### src/rtl/regfile_scoreboard.sv
// regfile_scoreboard: integer register file with per-register busy scoreboard for issue hazard detection
module regfile_scoreboard #(
    parameter int unsigned XLEN = 32,
    parameter int unsigned NREG = 32,
    parameter logic [XLEN-1:0] SP_INIT = 32'h0000_77FC,
    parameter bit BYPASS = 1'b1,
    localparam int unsigned AW = $clog2(NREG)
) (
    input  logic            clock,
    input  logic            reset,
    input  logic [AW-1:0]   rs1_addr,
    input  logic [AW-1:0]   rs2_addr,
    output logic [XLEN-1:0] rs1_data,
    output logic [XLEN-1:0] rs2_data,
    input  logic            wb_en,
    input  logic [AW-1:0]   wb_addr,
    input  logic [XLEN-1:0] wb_data,
    input  logic            issue_valid,
    input  logic [AW-1:0]   issue_rd,
    input  logic            issue_use_rs1,
    input  logic            issue_use_rs2,
    input  logic            flush,
    output logic            stall,
    output logic [NREG-1:0] busy_vec,
    output logic [AW:0]     pending_cnt
);
    localparam logic [NREG-1:0] ONE = 1;
    logic [XLEN-1:0] regs [NREG];
    logic [NREG-1:0] busy, busy_eff, wb_vec, set_vec, clr_vec;
    logic            accept, set_any, clr_any, inc, dec;
    logic            wb_hit1, wb_hit2;

    // x0 is never written so it stays at its reset value of zero
    always_ff @(posedge clock or posedge reset)
        if (reset)
            for (int i = 0; i < NREG; i++) regs[i] <= (i == 2) ? SP_INIT : '0;
        else if (wb_en && wb_addr != '0)
            regs[wb_addr] <= wb_data;

    always_comb begin
        wb_hit1  = BYPASS && wb_en && wb_addr == rs1_addr;
        wb_hit2  = BYPASS && wb_en && wb_addr == rs2_addr;
        rs1_data = (rs1_addr == '0) ? '0 : wb_hit1 ? wb_data : regs[rs1_addr];
        rs2_data = (rs2_addr == '0) ? '0 : wb_hit2 ? wb_data : regs[rs2_addr];
        wb_vec   = (wb_en ? (ONE << wb_addr) : '0) & ~ONE;
        busy_eff = busy & ~(BYPASS ? wb_vec : '0);
        stall    = issue_valid && !flush && ((issue_use_rs1 && busy_eff[rs1_addr]) ||
                   (issue_use_rs2 && busy_eff[rs2_addr]) || busy_eff[issue_rd]);
        accept   = issue_valid && !stall && !flush;
        set_vec  = (accept ? (ONE << issue_rd) : '0) & ~ONE;
        clr_vec  = wb_vec & busy;
        set_any  = |set_vec;
        clr_any  = |clr_vec;
        inc      = set_any && !clr_any && pending_cnt != (AW+1)'(NREG-1);
        dec      = clr_any && !set_any && pending_cnt != '0;
        busy_vec = busy;
    end

    // set wins over clear so a same-cycle WB + reissue of one register stays busy
    always_ff @(posedge clock or posedge reset)
        if (reset) begin
            busy        <= '0;
            pending_cnt <= '0;
        end else if (flush) begin
            busy        <= '0;
            pending_cnt <= '0;
        end else begin
            busy        <= (busy & ~clr_vec) | set_vec;
            pending_cnt <= pending_cnt + (AW+1)'(inc) - (AW+1)'(dec);
        end
endmodule

### config.mk
export PLATFORM = sky130hd
export DESIGN_NAME = regfile_scoreboard
export DESIGN_NICKNAME = d
export VERILOG_FILES = /design/src/rtl/regfile_scoreboard.sv
export SDC_FILE = /design/constraint.sdc
export NUM_CORES = 2
export LEC_CHECK = 0
export ABC_AREA = 1
export CAP_MARGIN = 15
export CORE_MARGIN = 1
export CORE_UTILIZATION = 35
export CTS_CLUSTER_DIAMETER = 200
export CTS_CLUSTER_SIZE = 30
export DETAILED_ROUTE_END_ITERATION = 16
export GPL_ROUTABILITY_DRIVEN = 0
export PLACE_DENSITY_LB_ADDON = 0.08
export SLEW_MARGIN = 20
export SYNTH_ARGS = -nofsm -noshare
export SYNTH_HDL_FRONTEND = slang
export SYNTH_SLANG_ARGS = --single-unit
### constraint.sdc
create_clock -name clock -period 45.1 [get_ports clock]
set_input_delay 9.02 -clock clock [delete_from_list [all_inputs] [get_ports clock]]
set_output_delay 9.02 -clock clock [all_outputs]
set_load 0.03 [all_outputs]
# Word-level counts from Yosys, hierarchy flattened
# Cells that the tools add are included.
[totals]
reg_bits = 1062
input_bits = 59
output_inout_bits = 103
[op_classes]
addsub = 2
magnitude_cmp = 7
eq_ne = 3
shifts = 2
muxes = 23
bitwise = 9
n_reduce_logical = 26
[op_table]
columns = ["op", "count"]
rows = [
  ["$bwmux 1024", 1],
  ["$mux 32", 12],
  ["$bmux 32 s5", 2],
  ["$demux 32 s5", 1],
  ["$and 32x32->32", 3],
  ["$not 32->32", 2],
  ["$shl 1x5->32 const A", 2],
  ["$or 32x32->32", 1],
  ["$reduce_or 32->1", 1],
  ["$reduce_or 31->1", 1],
  ["$ge 6x6->1 const B", 3],
  ["$lt 5x6->1 const B", 3],
  ["$not 5->6", 3],
  ["$bmux 1 s5", 3],
  ["$logic_and 1x1->1", 14],
  ["$eq 5x5->1", 2],
  ["$logic_not 5->1", 2],
  ["$add 6x1->6", 1],
  ["$lt 6x1->1 const B", 1],
  ["$mux 6", 1],
  ["$ne 6x5->1 const B", 1],
  ["$reduce_bool 6->1", 1],
  ["$sub 6x1->6", 1],
  ["$reduce_bool 5->1", 1],
  ["3 further kinds", 9],
]

# Depth between registers and ports, before layout
[logic_depth]
depth_word = 20
mapped_depth = 34

# Least setup slack after synthesis
# OpenSTA, ideal clock, no wires.
[synth_path]
kind = "input to output"
startpoint = "in rs2_addr[0]"
endpoint = "out rs2_data[21]"
t_arrival_ps = 11244
required_time_ps = 36080
slack_ps = 24836
stages = 12
n_path_buf = 5
cell_sequence = "buf_2 > inv_1 > buf_4 > buf_4 > buf_2 > clkbuf_1 > o21ai_0 > o211ai_1 > nand3_1 > nand3_1 > a21oi_1 > a211oi_1"
[synth_via]
elab_chain_cells = 6
[synth_rtl]
columns = ["element", "line_no", "text"]
rows = [
  ["from (decl)", "12", "input logic [AW-1:0] rs2_addr,"],
  ["$not 5->6 (not written as such)", "44", "rs2_data = (rs2_addr == '0) ? '0 : wb_hit2 ? wb_data : regs[rs2_addr];"],
  ["$bmux 32 s5", "44", ""],
  ["$mux 32 (not written as such) (2 in a row)", "44", ""],
  ["$mux 32", "44", ""],
  ["$mux 32 *", "44", ""],
  ["to (decl)", "14", "output logic [XLEN-1:0] rs2_data,"],
]
# Mark *: on every way between the ends. The rest lies on a longest branch, timed or not. The select of a mux whose other input is x is not followed.

# Worst setup path after layout
[layout_path]
startpoint = "in rs1_addr[0]"
endpoint = "out rs1_data[29]"
[layout_via]
elab_chain_cells = 6
[layout_rtl]
columns = ["element", "line_no", "text"]
rows = [
  ["from (decl)", "11", "input logic [AW-1:0] rs1_addr,"],
  ["$not 5->6 (not written as such)", "43", "rs1_data = (rs1_addr == '0) ? '0 : wb_hit1 ? wb_data : regs[rs1_addr];"],
  ["$bmux 32 s5", "43", ""],
  ["$mux 32 (not written as such) (2 in a row)", "43", ""],
  ["$mux 32", "43", ""],
  ["$mux 32 *", "43", ""],
  ["to (decl)", "13", "output logic [XLEN-1:0] rs1_data,"],
]
# Marks and branches as above.

==> summary.txt <==
Worst setup path
  • CP max stage delay: 840 ps
  • CP Launch Type: input port
  • Worst EP required: 36080 ps
  • Max Fanout on Critical Path: 140
  • Cell Chain, Critical Path: buf_8 > inv_8 > nor2_4 > buf_12 > buf_4 > buf_4 > a221oi_1 > a221oi_1 > nor3_1 > nand2_1 > o211ai_1 > a21oi_1 > clkdlybuf4s50_1
  • Worst r2r src: busy_vec[12]
  • Crit path DAT: 15010 ps
  • Reg2reg end: pending_cnt[4]
  • FF-to-FF path depth: 26
  • Crit Path Category: input port to output pin
  • R2r setup slk: 40740 ps
  • Worst path slowest cell: buf_4
  • Critical Path Sink Type: output pin

Detailed routing
  • # DRC: 0
  • DRT iter0 DRCs: 7932
  • Post-DR wirelength/cell: 29.4 µm
  • Vias/cell: 6.04
  • Vias: 56500
  • Detailed Route WL: 275 mm
  • Pre-antenna DRT Iters: 6
  • Antenna Nets Post-Route: 0

Hold path
  • Sink of the worst hold path: regs[1014]
  • Worst hold path class: flip-flop to flip-flop
  • WHS Path Cells: 0
  • Min-Delay Startpoint: regs[1014]

Power and ir drop
  • P_leak: 25.8 nW
  • VDD IR max: 0.0281 mV
  • Pwr per Cell Area: 37.7 nW/µm²

Layout
  • Multi-input logic area: 26300 µm²
  • FF/Latch Area: 26600 µm²
  • Layout cells sized above 1: 3.77%
  • Most common cell after layout, fill and taps aside: o21ai_0
  • N_diodes: 0
  • Most frequent cells in the layout: 1667 x o21ai_0, 1575 x nand2_1, 1049 x dfrtp_1, 658 x a21oi_1, 497 x inv_1
  • Fillers: 17000
  • Nets@finish: 7224
  • Post-route cell area: 61400 µm²
  • Layout Area Growth over Synthesis: 6.60%
  • Core Util, Final: 37.6%

Timing
  • Fmax: 41.6 MHz
  • Final Skew: 10.9 ps
  • Pins over their slew limit: 0
  • Worst relative slew slack: 24.2%
  • RSZ-0062 raised after global routing: no
  • Final setup vio count: 0
  • Worst-Margin Slew: 1120 ps
  • Worst hold slack: 420 ps
  • Total negative slack: 0 ps
  • Post-route clock period utilization: 53.3%
  • Final Hold Fails: 0
  • Minimum clock period: 24030 ps

Global routing
  • Initial antenna violation count: 11
  • Largest net degree at the start of global routing: 163
  • Overflow left after global routing: 0
  • First-pass GRT wire length: 394 mm
  • Vias in the first global route: 52000
  • GR Util All Layers: 32.2%

Floorplanning
  • Full die area: 166000 µm²
  • IO Pins: 162
  • Die extent in y: 408 µm
  • Total core area: 163000 µm²
  • Initial core utilization: 35.3%
  • Die width: 408 µm
  • Row cnt: 148

Clock network
  • Maximum clock insertion buffer count: 3
  • H-tree depth: 2
  • Later-pin clock latency in the skew report: 720 ps
  • CTS tree: built
  • Post-CTS Setup Bufs: 0
  • Cts bufs inserted: 41
  • Clock Sinks: 1061
  • Clk slew on worst S/H paths: 120 ps
  • Cts repair resizes: 0
  • Root Driver: clkbuf_16
  • Hold bufs inserted after CTS: 0

Synthesis
  • Top FF cell, synth: dfrtp_1
  • Syn avg cell area: 7.58 µm²
  • EDFF count, synth: 0
  • Synth Warn #: 0
  • Synth cell types: 49
  • Sequential share of the synthesized area: 46.1%
  • Post-Syn Nets: 7667
  • Mapped Area: 57600 µm²
  • Mapped Cells: 7597
  • Synth async-reset ratio: 100%
  • Yosys reg bits: 1061

Placement
  • # port buffers: 160
  • Placed inst area: 60200 µm²
  • DP Wirelength: 151 mm

Flow run
  • Max Cap Violations: 0

Status
  • Outcome: complete, no violations
[stage by stage]
stage | power (mW) | setup slack [ps] | cells
3_5_place_dp | 1.80 | 21420 | 9285
4_1_cts | 2.31 | 21400 | 9353
5_1_grt | 2.44 | 21230 | 9354
6_report | 2.31 | 21070 | 9354
3_3_place_gp | 1.79 | 21390 | 9285
2_1_floorplan | 1.60 | 6230 | 7597
[flip-flops by register name, summed over array words and instances, names as in the netlist]
name	cells
pending_cnt	6
busy_vec	31
regs	1024
[worst max-delay path, delay by kind of cell]
kind | cells | cell delay, ps
simple gates | 3 | 410
buf+inv | 6 | 3720
compound gates | 4 | 1430
[cells in the mapped netlist, drive strengths merged, types with 2 or more instances]
master,n,area share [%]
a2111o,3,0.059
nor2,268,1.9
o211ai,168,2.2
o311ai,7,0.11
dfrtp,1049,46
o41ai,28,0.43
clkinv,6,0.039
nand4,39,0.42
o31ai,10,0.13
a41oi,2,0.030
o2111ai,19,0.29
nand2,1597,10
buf,163,1.3
a22oi,128,1.7
nor4,11,0.12
o32ai,4,0.061
a21oi,658,5.7
nand3,347,3.1
a31oi,8,0.087
a221oi,156,2.4
a211oi,12,0.16
ha,10,0.22
o22ai,19,0.21
dfstp,12,0.55
clkbuf,610,4.0
o21ai,1673,15
a311oi,8,0.12
a221o,9,0.16
inv,518,3.4
o221ai,25,0.38
o211a,3,0.052
nor3,20,0.17
[kinds of logic after synthesis]
| family | count (synthesis) | share of synthesized area, % |
|---|---|---|
| AO/OA/AOI/OAI | 2943 | 28.8 |
| AND/OR/NAND/NOR | 2283 | 16.1 |
| buffers and inverters | 1297 | 8.73 |
| flip-flops | 1061 | 46.1 |
| adder cells (fa/ha/maj) | 11 | 0.252 |
| XOR/XNOR | 1 | 0.0152 |
| other | 1 | 0.00651 |
[report_power, final]
| part | switching [mW] | internal, mW | total, mW |
|---|---|---|---|
| registers | 0.121 | 1.13 | 1.25 |
| logic | 0.362 | 0.178 | 0.539 |
| clock network | 0.342 | 0.182 | 0.524 |
[per-layer routing]
layer | vias up | part of all wire (%) | GRT usage, %
met4 | 4 | 3.3 | 9.77
met2 | 3056 | 45 | 50.3
met3 | 452 | 8.6 | 4.18
li1 | 25100 | - | -
met1 | 27900 | 44 | 46.2
met5 | - | 0.0091 | 0
[worst max-delay path by stage]
stage | start | endpoint | slack, ps | depth (start not counted)
after floorplan | reset | busy_vec[10] | 6230 | 1
final | rs1_addr[0] | rs1_data[29] | 21070 | 13
after global routing | rs1_addr[0] | rs1_data[29] | 21230 | 13
after CTS | rs1_addr[0] | rs1_data[29] | 21400 | 13
after detailed placement | rs1_addr[0] | rs1_data[29] | 21420 | 13
after global placement | rs1_addr[0] | rs1_data[29] | 21390 | 13
[cell type report]
| class | instances | area share [%] |
|---|---|---|
| timing repair buffer | 287 | 4.33 |
| clock inverter | 2 | 0.0469 |
| multi-input combinational | 5239 | 42.7 |
| tap | 2175 | 4.43 |
| sequential | 1061 | 43.3 |
| inverter | 524 | 3.29 |
| clock buffer | 66 | 1.89 |
No activity file was read; power rests on OpenSTA's default activity.
